### config.mk
export PLATFORM = sky130hd
export DESIGN_NAME = elevator_call_panel
export DESIGN_NICKNAME = d
export VERILOG_FILES = /design/src/rtl/elevator_call_panel.sv
export SDC_FILE = /design/constraint.sdc
export NUM_CORES = 1
export LEC_CHECK = 0
export ABC_AREA = 1
export CORE_ASPECT_RATIO = 0.7
export CORE_MARGIN = 2
export CORE_UTILIZATION = 53
export CTS_BUF_LIST = sky130_fd_sc_hd__clkbuf_8
export DETAILED_ROUTE_END_ITERATION = 6
export PLACE_DENSITY_LB_ADDON = 0.2
export SETUP_SLACK_MARGIN = 0.4
export SYNTH_ARGS = -nofsm -noshare
export SYNTH_HDL_FRONTEND = slang
export SYNTH_SLANG_ARGS = --single-unit
### constraint.sdc
create_clock -name clk -period 0.9 [get_ports clk]
set_input_delay 0.09 -clock clk [delete_from_list [all_inputs] [get_ports clk]]
set_output_delay 0.09 -clock clk [all_outputs]
set_load 0.02 [all_outputs]
### src/rtl/elevator_call_panel.sv
// Elevator call panel: debounces 12 raw buttons, latches car/hall requests and clears them on serve.
// Optional macro CALL_CANCEL_EN enables toggle-cancel of latched car requests.
module elevator_call_panel #(
  parameter int DEBOUNCE_CYCLES = 4,
  parameter int CNT_W           = 4
) (
  input  logic       clk,
  input  logic       reset,
  input  logic [3:0] raw_car,
  input  logic [2:0] raw_hall_up,
  input  logic [2:0] raw_hall_dn,
  input  logic       raw_dopen,
  input  logic       raw_dclose,
  input  logic [1:0] cur_floor,
  input  logic       car_up,
  input  logic       car_down,
  input  logic       door_open,
  output logic [3:0] car_req,
  output logic [2:0] hall_up_req,
  output logic [2:0] hall_dn_req,
  output logic       dopen_req,
  output logic       dclose_pulse,
  output logic       any_pending
);

  localparam int NB = 12;
  localparam logic [CNT_W-1:0] CNT_LAST = CNT_W'(DEBOUNCE_CYCLES - 1);

  // bits 3:0 car, 6:4 hall up, 9:7 hall down, 10 door open, 11 door close
  logic [NB-1:0]    raw_s;
  logic [NB-1:0]    lvl_q, lvl_d, press_s;
  logic [CNT_W-1:0] cnt_q [NB];
  logic [CNT_W-1:0] cnt_d [NB];
  logic [3:0]       car_req_q, car_req_d;
  logic [2:0]       hall_up_q, hall_up_d;
  logic [2:0]       hall_dn_q, hall_dn_d;
  logic             dclose_q, dclose_d;
  logic             idle_s, up_srv_s, dn_srv_s;

  assign raw_s = {raw_dclose, raw_dopen, raw_hall_dn, raw_hall_up, raw_car};

  // Debounce: count edges where raw disagrees with the level; flip on the Nth
  always_comb begin
    for (int i = 0; i < NB; i++) begin
      cnt_d[i]   = {CNT_W{1'b0}};
      lvl_d[i]   = lvl_q[i];
      press_s[i] = 1'b0;
      if (raw_s[i] != lvl_q[i]) begin
        if (cnt_q[i] == CNT_LAST) begin
          lvl_d[i]   = raw_s[i];
          press_s[i] = raw_s[i];
        end else begin
          cnt_d[i] = cnt_q[i] + 1'b1;
        end
      end else begin
        cnt_d[i] = {CNT_W{1'b0}};
      end
    end
  end

  // Both direction flags high is illegal and handled as idle, so both hall calls clear
  assign idle_s   = (car_up == car_down);
  assign up_srv_s = door_open & (car_up | idle_s);
  assign dn_srv_s = door_open & (car_down | idle_s);

  // Request latches: serve beats press, press sets, otherwise hold
  always_comb begin
    car_req_d = car_req_q;
    hall_up_d = hall_up_q;
    hall_dn_d = hall_dn_q;
    dclose_d  = press_s[11];
    for (int i = 0; i < 4; i++) begin
      if (door_open && (cur_floor == 2'(i))) begin
        car_req_d[i] = 1'b0;
      end else if (press_s[i]) begin
`ifdef CALL_CANCEL_EN
        car_req_d[i] = ~car_req_q[i];
`else
        car_req_d[i] = 1'b1;
`endif
      end else begin
        car_req_d[i] = car_req_q[i];
      end
    end
    for (int i = 0; i < 3; i++) begin
      if (up_srv_s && (cur_floor == 2'(i))) begin
        hall_up_d[i] = 1'b0;
      end else if (press_s[4+i]) begin
        hall_up_d[i] = 1'b1;
      end else begin
        hall_up_d[i] = hall_up_q[i];
      end
      // hall-down bit i belongs to floor i+2, i.e. cur_floor value i+1
      if (dn_srv_s && (cur_floor == 2'(i + 1))) begin
        hall_dn_d[i] = 1'b0;
      end else if (press_s[7+i]) begin
        hall_dn_d[i] = 1'b1;
      end else begin
        hall_dn_d[i] = hall_dn_q[i];
      end
    end
  end

  // State registers with synchronous reset
  always_ff @(posedge clk) begin
    if (reset) begin
      for (int i = 0; i < NB; i++) begin
        cnt_q[i] <= {CNT_W{1'b0}};
      end
      lvl_q     <= {NB{1'b0}};
      car_req_q <= 4'b0000;
      hall_up_q <= 3'b000;
      hall_dn_q <= 3'b000;
      dclose_q  <= 1'b0;
    end else begin
      for (int i = 0; i < NB; i++) begin
        cnt_q[i] <= cnt_d[i];
      end
      lvl_q     <= lvl_d;
      car_req_q <= car_req_d;
      hall_up_q <= hall_up_d;
      hall_dn_q <= hall_dn_d;
      dclose_q  <= dclose_d;
    end
  end

  assign car_req      = car_req_q;
  assign hall_up_req  = hall_up_q;
  assign hall_dn_req  = hall_dn_q;
  assign dopen_req    = lvl_q[10];
  assign dclose_pulse = dclose_q;
  assign any_pending  = (|car_req_q) | (|hall_up_q) | (|hall_dn_q);

endmodule

==> flow_summary_export.csv, run 1 <==
group,metric,value,unit
floorplanning,die_area,0.00669,sq mm
finish,final_core_utilization,89.2,%
sta,max_freq,782,MHz
placed_design,io_buffer_count,31,
sta,grt_setup_unrepaired,"yes",
logic_synthesis,netlist_instances,431,
pwr,pwr-share-seq,46.0,%
setup_path,critPathKind,"reg2out",
setup_path,critical-path-max-stage-delay,0.32,ns
pwr,p_sw,0.00170,W
finish,final.fill_count,248,
setup_path,crit_slowest_cell,"dfxtp_2",
setup_path,cp_max_fo,2,
clock_tree,clkLatencyLatePin,0.36,ns
route,antenna_violating_nets_post_route,0,
route,drc_errors,0,
logic_synthesis,synth.yosys.warnings,0,
logic_synthesis,syn_area,0.00320,sq mm
route,wl,9220,um
finish,layout.area.seq,0.00154,sq mm
clock_tree,numClockSinks,71,
sta,fin_setup_tns,-1.98,ns
global_route,global_route.usage.total,24.3,%
floorplanning,die_h,69.1,um
finish,final_common_cell,"nand2_1",
clock_tree,cts_made_buffers,9,
global_route,antenna_found_initial,0,
pwr,peakVddDrop,1.00,mV
sta,maxSlewHeadroom,83.4,%
logic_synthesis,yosysUniqueCellTypes,17,
pwr,internal-power,0.00541,W
pwr,power_consumption,0.00711,W
finish,multi_input_combinational_cell_area,0.00217,sq mm
clock_tree,tritoncts_clock_tree,"yes",
clock_tree,clock_tree.root_cell,"clkbuf_8",
floorplanning,num_io_pins,32,
finish,post_route_cells_drive_above_1_share,51.9,%
sta,setup_viol_count_final,29,
route,drt-vias-per-instance,5.25,
finish,final_net_count,558,
global_route,grt_max_degree,13,
global_route,grt_first_pass_wirelength,13200,um
finish,antenna_cells,0,
clock_tree,clk_pin_slew_worst_paths,0.08,ns
floorplanning,core-area,0.00578,sq mm
sta,fin_worst_skew,0.0124,ns
setup_path,cp_cell_sequence,"inv_1, nand2_1, nor3_2, nand3_2, buf_2",
route,detail_route.first_pass.iterations,5,
floorplanning,die_w,96.9,um
sta,worst_slew_pin_slew,0.248,ns
outcome,failed_checks,"negative setup slack",
logic_synthesis,syn-mean-instance-area,7.43,sq um
sta,timing.hold.ws,0.394,ns
finish,commonest_cells_after_routing_fill_and_taps_aside,"nand2_1, inv_1, dfxtp_2, nor2_1, buf_6",
setup_path,required,0.81,ns
setup_path,crit_family,"flip-flops",
clock_tree,cts_buffer_depth,2,
pwr,share_clk_of_total_power,42.7,%
sta,timing.final.max_slew_violations,0,
sta,setup_slack,-0.378,ns
sta,finalCritPeriodShare,142,%
floorplanning,floorplan.initialDensity,55.4,%
logic_synthesis,yosys_register_bits,71,
setup_path,endpoint_kind,"output pin",
clock_tree,cts_max_level,3,
setup_path,timing.critical_path.arrival,1.19,ns
logic_synthesis,ys_seq_area_share,44.4,%
placed_design,gp_congestion,0.774,
global_route,globalRouteOverflowTotal,0,
pwr,pwr_density_cell,1380,mW/mm^2
setup_path,buf_inv_stages_crit_path,2,
global_route,grt_pass1_vias,3034,
pwr,swShare,24.0,%
setup_path,worst_setup_path_start_kind,"flop",
min_path,holdCritPathClass,"in2reg",
outcome,run_status,"finished with violations",
placed_design,dp.final_hpwl,5000,um
finish,layout_overhead_on_the_synthesized_area,61.0,%
route,detail_route.iter0.violations,129,
route,post_drt_wl_per_cell,15.2,um
logic_synthesis,synthesis.nets,462,
run,maxCapViolCount,0,
sta,timing.final.hold_violations,0,
floorplanning,row_count,23,
pwr,combPwrFrac,11.4,%
route,vias,3187,
pwr,power_leakage,2.13,nW
sta,period_minus_slack,1.28,ns
cell usage after synthesis:
master / n / share of area (%)
buf_12: 1 / 0.62
a21oi_1: 15 / 2.3
nor3_1: 3 / 0.47
buf_2: 1 / 0.16
nor2_1: 85 / 10
nand4_1: 12 / 2.3
inv_4: 1 / 0.20
o21ai_0: 10 / 1.6
nand2_1: 97 / 11
or2_2: 1 / 0.20
nand3_1: 30 / 4.7
xnor2_1: 12 / 3.3
nand3_4: 10 / 5.5
ha_1: 12 / 4.7
dfxtp_1: 71 / 44
inv_1: 69 / 8.1
o21bai_1: 1 / 0.23
cells by family after synthesis:
family / synth area share [%]
buffers and inverters: 9.06
AO/OA/AOI/OAI: 4.14
XOR/XNOR: 3.28
flip-flops: 44.4
AND/OR/NAND/NOR: 34.5
adder cells (fa/ha/maj): 4.69
tightest hold or removal path, stage by stage:
cell and delay (ns):
clkdlybuf4s50_1 0.45, o21ai_2 0.15, nor2_1 0.03
worst paths after layout:
check / cells past startpoint / slack (ns) / start / endpoint
max: 5 / -0.38 / car_req[1] / any_pending
min reg2reg: 2 / 0.48 / car_req[0] / car_req[0]
min: 3 / 0.39 / raw_car[2] / lvl_q[2]
max reg2reg: 4 / -0.05 / lvl_q[10] / cnt_q[2][11]
power by group through the flow:
| stage | logic, W | registers, W | clock network [W] |
|---|---|---|---|
| global route | 0.000880 | 0.00327 | 0.00321 |
| CTS | 0.000683 | 0.00328 | 0.00306 |
| finish | 0.000810 | 0.00327 | 0.00303 |
| global placement | 0.000576 | 0.00337 | 0 |
| floorplan | 0.000344 | 0.00337 | 0 |
| detailed placement | 0.000597 | 0.00337 | 0 |
cell type report:
class                      instances  area share (%)
timing repair buffer              87            16.5
multi-input combinational        288            42.1
clock buffer                       9            2.40
tap                               75            1.82
inverter                          70            5.14
clock inverter                     7            2.18
sequential                        71            29.9
metrics by stage:
step           setup slack (ns)  instances  area, sq um
2_1_floorplan            0.0608        431         3600
3_3_place_gp             -0.380        565         4230
3_5_place_dp             -0.382        565         4230
4_1_cts                  -0.375        597         4830
5_1_grt                  -0.450        607         5160
6_report                 -0.378        607         5160
repair_timing:
action	CTS	global route
pin swaps	40	39
endpoints found under the hold margin	0	0
setup endpoints to repair	84	84
setup buffers	16	10
gates resized for setup	143	78
hold buffers	0	0
sequential cells by signal, indices dropped and copies added (netlist names):
register	count
cnt_q	48
lvl_q	12
car_req	4
hall_dn_req	3
hall_up_req	3
dclose_pulse	1
routing by layer:
layer | up-vias | global-route usage (%) | part of all wire [%]
li1 | 1543 | - | -
met1 | 1531 | 26.8 | 39
met2 | 74 | 44.4 | 54
met3 | 39 | 6.09 | 2.8
met4 | 0 | 10.6 | 4.1
met5 | - | 0 | 0
Note: power is estimated with default switching activity, not from simulation.
==> inputs of run 2 (changes only) <==
GPL_ROUTABILITY_DRIVEN = 0   (was not set)
==> results of run 2 <==
Same layout as run 1: the final DEF is identical, and so are final timing and power.
